<file path="src/rtl/gcd_pkg.sv">
// Shared definitions for the GCD job sequencer: FSM state encoding,
// default operand width and the operand-pair record.
package gcd_pkg;

  localparam int GCD_W = 16;

  typedef enum logic [2:0] {
    ST_IDLE   = 3'd0,
    ST_LOAD_A = 3'd1,
    ST_LOAD_B = 3'd2,
    ST_WAIT   = 3'd3,
    ST_CLEAR  = 3'd4,
    ST_BYPASS = 3'd5,
    ST_OUT    = 3'd6
  } state_e;

  typedef struct packed {
    logic [GCD_W-1:0] a;
    logic [GCD_W-1:0] b;
  } pair_t;

endpackage

</file>
<file path="src/rtl/gcd_job_sequencer_if.sv">
// Bundles the job input port, the GCD core loading protocol and the result port.
// master = sequencer side, slave = producer/core/consumer side.
interface gcd_job_sequencer_if
  import gcd_pkg::*;
#(
  parameter int W = GCD_W
);

  logic         in_valid;
  logic [W-1:0] in_a;
  logic [W-1:0] in_b;
  logic         in_ready;

  logic         core_start;
  logic [W-1:0] core_data_in;
  logic         core_clr_n;
  logic         core_done;
  logic [W-1:0] core_result;

  logic         out_valid;
  logic [W-1:0] out_gcd;
  logic         out_err;
  logic         out_ready;

  modport master (
    input  in_valid, in_a, in_b, core_done, core_result, out_ready,
    output in_ready, core_start, core_data_in, core_clr_n,
           out_valid, out_gcd, out_err
  );

  modport slave (
    output in_valid, in_a, in_b, core_done, core_result, out_ready,
    input  in_ready, core_start, core_data_in, core_clr_n,
           out_valid, out_gcd, out_err
  );

endinterface

</file>
<file path="src/rtl/gcd_pair_fifo.sv">
// Two-entry operand-pair FIFO with a registered occupancy count; full/empty
// are decoded from that count only, so they never depend on same-cycle push/pop.
module gcd_pair_fifo
  import gcd_pkg::*;
#(
  parameter type T = pair_t
) (
  input  logic clk,
  input  logic rst_n,
  input  logic push_i,
  input  T     wdata_i,
  input  logic pop_i,
  output T     rdata_o,
  output logic full_o,
  output logic empty_o
);

  T           mem_q [2];
  logic       wr_ptr_q, wr_ptr_d;
  logic       rd_ptr_q, rd_ptr_d;
  logic [1:0] count_q, count_d;
  logic       do_push, do_pop;

  assign full_o  = (count_q == 2'd2);
  assign empty_o = (count_q == 2'd0);
  assign do_push = push_i && !full_o;
  assign do_pop  = pop_i && !empty_o;
  assign rdata_o = mem_q[rd_ptr_q];

  always_comb begin
    wr_ptr_d = wr_ptr_q ^ do_push;
    rd_ptr_d = rd_ptr_q ^ do_pop;
    count_d  = count_q;
    case ({do_push, do_pop})
      2'b10:   count_d = count_q + 2'd1;
      2'b01:   count_d = count_q - 2'd1;
      default: count_d = count_q;
    endcase
  end

  // NOTE: storage has no reset; an entry is only read once count_q says it was written.
  always_ff @(posedge clk) begin
    if (do_push) mem_q[wr_ptr_q] <= wdata_i;
  end

  // NOTE: sequential state uses non-blocking assignments so every register samples pre-edge values.
  always_ff @(posedge clk or negedge rst_n) begin
    if (!rst_n) begin
      wr_ptr_q <= 1'b0;
      rd_ptr_q <= 1'b0;
      count_q  <= 2'd0;
    end else begin
      wr_ptr_q <= wr_ptr_d;
      rd_ptr_q <= rd_ptr_d;
      count_q  <= count_d;
    end
  end

endmodule

</file>
<file path="src/rtl/gcd_job_sequencer.sv">
// Front-end for the GCD controller/datapath: queues operand pairs, loads the core
// (A then B), waits for done under a watchdog, clears the core and returns the result.
module gcd_job_sequencer
  import gcd_pkg::*;
#(
  parameter int W       = GCD_W,
  parameter int TIMEOUT = 1024
) (
  input logic          clk,
  input logic          rst_n,
  gcd_job_sequencer_if.master bus
);

  localparam int WD_W = $clog2(TIMEOUT + 1);

  typedef struct packed {
    logic [W-1:0] a;
    logic [W-1:0] b;
  } job_t;

  job_t   fifo_wdata, fifo_head;
  logic   fifo_full, fifo_empty, fifo_pop;

  state_e          state_q, state_d;
  job_t            job_q, job_d;
  logic [WD_W-1:0] wdog_q, wdog_d;

  logic            core_start_q, core_start_d;
  logic [W-1:0]    core_data_q, core_data_d;
  logic            core_clr_n_q, core_clr_n_d;
  logic            out_valid_q, out_valid_d;
  logic [W-1:0]    out_gcd_q, out_gcd_d;
  logic            out_err_q, out_err_d;

  assign fifo_wdata = '{a: bus.in_a, b: bus.in_b};

  gcd_pair_fifo #(
    .T (job_t)
  ) u_fifo (
    .clk     (clk),
    .rst_n   (rst_n),
    .push_i  (bus.in_valid),
    .wdata_i (fifo_wdata),
    .pop_i   (fifo_pop),
    .rdata_o (fifo_head),
    .full_o  (fifo_full),
    .empty_o (fifo_empty)
  );

  assign bus.in_ready     = !fifo_full;
  assign bus.core_start   = core_start_q;
  assign bus.core_data_in = core_data_q;
  assign bus.core_clr_n   = core_clr_n_q;
  assign bus.out_valid    = out_valid_q;
  assign bus.out_gcd      = out_gcd_q;
  assign bus.out_err      = out_err_q;

  // NOTE: every signal written here gets a default first, so no path leaves a latch behind.
  always_comb begin
    state_d   = state_q;
    job_d     = job_q;
    wdog_d    = wdog_q;
    fifo_pop  = 1'b0;
    out_gcd_d = out_gcd_q;
    out_err_d = out_err_q;

    case (state_q)
      ST_IDLE: begin
        if (!fifo_empty) begin
          fifo_pop = 1'b1;
          job_d    = fifo_head;
          // The core never terminates on a zero operand, so those jobs skip it.
          if (fifo_head.a == '0 || fifo_head.b == '0) state_d = ST_BYPASS;
          else                                        state_d = ST_LOAD_A;
        end
      end
      ST_LOAD_A: state_d = ST_LOAD_B;
      ST_LOAD_B: begin
        wdog_d  = '0;
        state_d = ST_WAIT;
      end
      ST_WAIT: begin
        // wdog_q counts earlier WAIT cycles; done wins over a coinciding timeout.
        if (bus.core_done) begin
          out_gcd_d = bus.core_result;
          out_err_d = 1'b0;
          state_d   = ST_CLEAR;
        end else if (wdog_q == WD_W'(TIMEOUT - 1)) begin
          out_gcd_d = '0;
          out_err_d = 1'b1;
          state_d   = ST_CLEAR;
        end else begin
          wdog_d = wdog_q + 1'b1;
        end
      end
      ST_CLEAR: state_d = ST_OUT;
      ST_BYPASS: begin
        out_gcd_d = job_q.a | job_q.b;
        out_err_d = 1'b0;
        state_d   = ST_OUT;
      end
      ST_OUT: begin
        if (bus.out_ready) state_d = ST_IDLE;
      end
      default: state_d = ST_IDLE;
    endcase

    // Outputs are registered from the next state so they line up with the state itself.
    core_start_d = (state_d == ST_LOAD_A);
    core_clr_n_d = (state_d != ST_CLEAR);
    out_valid_d  = (state_d == ST_OUT);
    if (state_d == ST_LOAD_A)      core_data_d = job_d.a;
    else if (state_d == ST_LOAD_B) core_data_d = job_d.b;
    else                           core_data_d = core_data_q;
  end

  always_ff @(posedge clk or negedge rst_n) begin
    if (!rst_n) begin
      state_q      <= ST_IDLE;
      job_q        <= '0;
      wdog_q       <= '0;
      core_start_q <= 1'b0;
      core_data_q  <= '0;
      core_clr_n_q <= 1'b0;
      out_valid_q  <= 1'b0;
      out_gcd_q    <= '0;
      out_err_q    <= 1'b0;
    end else begin
      state_q      <= state_d;
      job_q        <= job_d;
      wdog_q       <= wdog_d;
      core_start_q <= core_start_d;
      core_data_q  <= core_data_d;
      core_clr_n_q <= core_clr_n_d;
      out_valid_q  <= out_valid_d;
      out_gcd_q    <= out_gcd_d;
      out_err_q    <= out_err_d;
    end
  end

endmodule

</file>
<file path="src/flat_wrapper.sv">
// flat-port wrapper written by rule: the top's interface ports become plain ports
module gcd_job_sequencer_flat import gcd_pkg::*;
#(
  parameter int W       = GCD_W,
  parameter int TIMEOUT = 1024
)
  (clk, rst_n, bus_in_valid, bus_in_a, bus_in_b, bus_core_done, bus_core_result, bus_out_ready, bus_in_ready, bus_core_start, bus_core_data_in, bus_core_clr_n, bus_out_valid, bus_out_gcd, bus_out_err);
  gcd_job_sequencer_if #(.W(W)) bus_i ();
  input logic clk;
  input logic rst_n;
  input wire logic [$bits(bus_i.in_valid)-1:0] bus_in_valid;
  input wire logic [$bits(bus_i.in_a)-1:0] bus_in_a;
  input wire logic [$bits(bus_i.in_b)-1:0] bus_in_b;
  input wire logic [$bits(bus_i.core_done)-1:0] bus_core_done;
  input wire logic [$bits(bus_i.core_result)-1:0] bus_core_result;
  input wire logic [$bits(bus_i.out_ready)-1:0] bus_out_ready;
  output wire logic [$bits(bus_i.in_ready)-1:0] bus_in_ready;
  output wire logic [$bits(bus_i.core_start)-1:0] bus_core_start;
  output wire logic [$bits(bus_i.core_data_in)-1:0] bus_core_data_in;
  output wire logic [$bits(bus_i.core_clr_n)-1:0] bus_core_clr_n;
  output wire logic [$bits(bus_i.out_valid)-1:0] bus_out_valid;
  output wire logic [$bits(bus_i.out_gcd)-1:0] bus_out_gcd;
  output wire logic [$bits(bus_i.out_err)-1:0] bus_out_err;
  assign bus_i.in_valid = bus_in_valid;
  assign bus_i.in_a = bus_in_a;
  assign bus_i.in_b = bus_in_b;
  assign bus_i.core_done = bus_core_done;
  assign bus_i.core_result = bus_core_result;
  assign bus_i.out_ready = bus_out_ready;
  assign bus_in_ready = bus_i.in_ready;
  assign bus_core_start = bus_i.core_start;
  assign bus_core_data_in = bus_i.core_data_in;
  assign bus_core_clr_n = bus_i.core_clr_n;
  assign bus_out_valid = bus_i.out_valid;
  assign bus_out_gcd = bus_i.out_gcd;
  assign bus_out_err = bus_i.out_err;
  gcd_job_sequencer #(.W(W), .TIMEOUT(TIMEOUT)) u_core (.clk(clk), .rst_n(rst_n), .bus(bus_i));
endmodule
</file>
<file path="config.mk">
export PLATFORM = sky130hd
export DESIGN_NAME = gcd_job_sequencer_flat
export DESIGN_NICKNAME = d
export VERILOG_FILES = /design/src/rtl/gcd_pkg.sv /design/src/rtl/gcd_job_sequencer_if.sv /design/src/rtl/gcd_pair_fifo.sv /design/src/rtl/gcd_job_sequencer.sv /design/src/flat_wrapper.sv
export SDC_FILE = /design/constraint.sdc
export NUM_CORES = 1
export LEC_CHECK = 0
export CORE_UTILIZATION = 55
export CTS_BUF_LIST = sky130_fd_sc_hd__clkbuf_16
export CTS_CLUSTER_SIZE = 28
export DETAILED_ROUTE_END_ITERATION = 10
export DONT_BUFFER_PORTS = 1
export PLACE_DENSITY = 0.73
export SYNTH_ARGS = -nofsm -noshare
export SYNTH_HDL_FRONTEND = slang
export SYNTH_SLANG_ARGS = --single-unit
</file>
<file path="constraint.sdc">
create_clock -name clk -period 2.05 [get_ports clk]
set_clock_uncertainty 0.05 [all_clocks]
set_input_delay 0.5125 -clock clk [delete_from_list [all_inputs] [get_ports clk]]
set_output_delay 0.5125 -clock clk [all_outputs]
set_load 0.01 [all_outputs]
</file>
==> reports/qor.txt <==
Outcome -> finished, violations left
Failing checks -> negative hold slack
Register bit total from synthesis -> 150
GR Overflow Total -> 0
Clock Path Buffers -> 2
Synth area leaders -> dfrtp_1 35%, edfxtp_1 31%, mux2i_1 5.2%
Ys async rst share -> 0.573
WHS -> -0.267 ns
Nets -> 534
Core ar. -> 10800 sq um
Vias in the first global route -> 3707
Final Hold Vio Count -> 86
Final HPWL DP -> 8380 um
Average via count per standard cell -> 5.80
DP Cell Count -> 596
DRC Markers -> 0
ANT cells -> 0
Worst VDD drop -> 738 uV
Crit path launch type -> flop
Largest net degree at the start of global routing -> 87
First-pass GRT wire length -> 19400 um
Worst Path Arrival -> 2.22 ns
Post-synth top area share -> 0.351
I/O pin total -> 90
Worst r2r src -> u_core.wdog_q[0]
Die area -> 11600 sq um
Power density cells -> 1650 nW/um^2
Final core occ -> 0.641
Most frequent cell after synthesis -> dfrtp_1
Cell row count -> 38
Setup_tns -> 0 ns
Die Height -> 108 um
H-tree levels -> 4
Gr usage total -> 0.231
Cell Area, Synth -> 6140 sq um
Post-Synthesis Net Count -> 521
Synth Area per Inst -> 13.2 sq um
Via Count -> 3653
Post-synth top cells -> 86 x dfrtp_1, 73 x nor2_1, 64 x edfxtp_1
Area leader, netlist -> dfrtp_1
Cells after Synth -> 464
Worst relative slew slack -> 0.609
Sink Count -> 150
CTS root buffer -> clkbuf_16
Post-synthesis sequential area ratio -> 0.664
P&R area growth vs syn -> 13.3%
Fin crit period -> 1.97 ns
Ys flop type -> dfrtp_1
Post-synth EDFFs -> 64
Finished Layout Cells -> 630
Worst-Skew Late Latency -> 0.42 ns
Starting Density -> 0.566
Worst hold-check path type -> input pin to async pin
Crit path max fanout -> 15
F_max -> 0.506 GHz
Crit. End Element -> flop
Drt pass-1 iters -> 4
Unique masters post-synth -> 41
Initial DRC count -> 284
Crit share post-route -> 0.963
Number of port buffers -> 0
Final setup viols -> 0
Fin. max-slew vios -> 0
Antenna-violating nets left -> 0
Avg WL per Cell -> 19.0 um
FF-to-FF path depth -> 6
Routed Wire Length -> 12000 um
Final RePlAce weighted congestion -> 0.832
Share of cells above drive strength 1 -> 0.153
DIE WIDTH -> 108 um
Initial antenna violation count -> 0
Worst Tran Pin Value -> 0.587 ns
Maxcap violations -> 0
Critical Path Start -> u_core.wdog_q[0]
Clock transition at path regs -> 0.06 ns
CTS tree -> done
Leakage -> 2.79 nW
Required @ worst endpoint -> 2.29 ns
CP Class -> flop to flop
Yosys warns -> 0
Cts bufs inserted -> 17
[routing by layer]
metal	wire [um]	part of all wire	global-route usage	up-vias
met4	166	0.014	0.0851	0
met3	794	0.066	0.0847	19
li1	-	-	-	1738
met5	0	0	0	-
met1	5230	0.44	0.305	1808
met2	5810	0.48	0.350	88
[cell type report]
type | count | area (sq um)
clock buffer | 18 | 450
sequential | 150 | 4080
timing repair buffer | 17 | 165
fill | 817 | 3890
tap | 140 | 175
clock inverter | 14 | 135
multi-input combinational | 284 | 1920
inverter | 7 | 26.3
[critical path, cell delays in order, from the launching register on]
cell and delay (ns):
dfrtp_1 0.40, ha_2 0.24, and4_4 0.24, a41o_4 0.29, a21oi_2 0.07, nand2b_4 0.23
a221o_1 0.35
[report_power, final]
part,internal [mW],switching (mW),leakage [nW]
sequential,4.27,0.836,1.60
combinational,1.54,1.77,0.896
clock,1.85,1.19,0.294
[placed cells by master (no fill, tap or decap), drive strengths merged]
| cell type | count |
|---|---|
| and3 | 3 |
| a21oi | 58 |
| a41o | 1 |
| nor4 | 17 |
| xor2 | 2 |
| a311oi | 1 |
| dfrtp | 86 |
| edfxtp | 64 |
| nand4 | 6 |
| mux2i | 32 |
| nor2b | 1 |
| a221o | 15 |
| clkbuf | 18 |
| nand3 | 9 |
| and2b | 1 |
| o211ai | 1 |
| nand2b | 3 |
| nor2 | 73 |
| a22o | 3 |
| inv | 11 |
| bufinv | 2 |
| or3b | 1 |
| mux2 | 17 |
| nand3b | 1 |
| or2 | 1 |
| clkinvlp | 1 |
| o21ai | 4 |
| nor3 | 5 |
| buf | 17 |
| xnor2 | 8 |
| a211oi | 5 |
| nand2 | 9 |
| clkinv | 7 |
| and4 | 2 |
| nand4b | 1 |
| ha | 4 |
[final timing paths]
path / to / slack [ns]
worst max-delay path: u_core.bus.out_gcd[12] / 0.08
worst min-delay path: u_core.u_fifo.wr_ptr_q / -0.27
worst max register to register: u_core.bus.out_gcd[12] / 0.08
worst min register to register: u_core.u_fifo.count_q[1] / 0.45
max in group asynchronous: u_core.job_q[16] / 2.11
min in group clk: u_core.u_fifo.mem_q[1][25] / 0.13
[registers in the layout, indices dropped and copies added (netlist names)]
| register | flops |
|---|---|
| u_core.bus.core_clr_n | 1 |
| u_core.bus.core_data_in | 16 |
| u_core.bus.core_start | 1 |
| u_core.bus.out_err | 1 |
| u_core.bus.out_gcd | 16 |
| u_core.bus.out_valid | 1 |
| u_core.job_q | 32 |
| u_core.state_q | 3 |
| u_core.u_fifo.count_q | 2 |
| u_core.u_fifo.mem_q | 64 |
| u_core.u_fifo.rd_ptr_q | 1 |
| u_core.u_fifo.wr_ptr_q | 1 |
| u_core.wdog_q | 11 |
[stage by stage]
| step | total power [mW] | cell area [sq um] | setup WS (ns) |
|---|---|---|---|
| 3_3_place_gp | 8.26 | 6330 | 0.0891 |
| 2_1_floorplan | 7.54 | 6140 | 0.0550 |
| 3_5_place_dp | 8.43 | 6330 | 0.00197 |
| 6_report | 11.4 | 6950 | 0.0753 |
| 5_1_grt | 12.1 | 6950 | -0.00977 |
| 4_1_cts | 11.5 | 6930 | 0.0372 |
[what timing repair did]
| item | CTS | global route |
|---|---|---|
| buffers inserted | 0 | 2 |
| setup endpoints to repair | 3 | 17 |
| resized for setup | 1 | 2 |
| endpoints found under the hold margin | 86 | 86 |
| pin swaps | 0 | 1 |
[cells by family after synthesis]
group / share of synthesized area
xor gates and xnor gates: 0.0143
DFF: 0.664
adders and majority gates: 0.00816
and+or+nand+nor: 0.107
buffers and inverters: 0.0259
AOI/OAI and AO/OA: 0.0913
muxes: 0.0895
(Power assumes the default switching activity.)
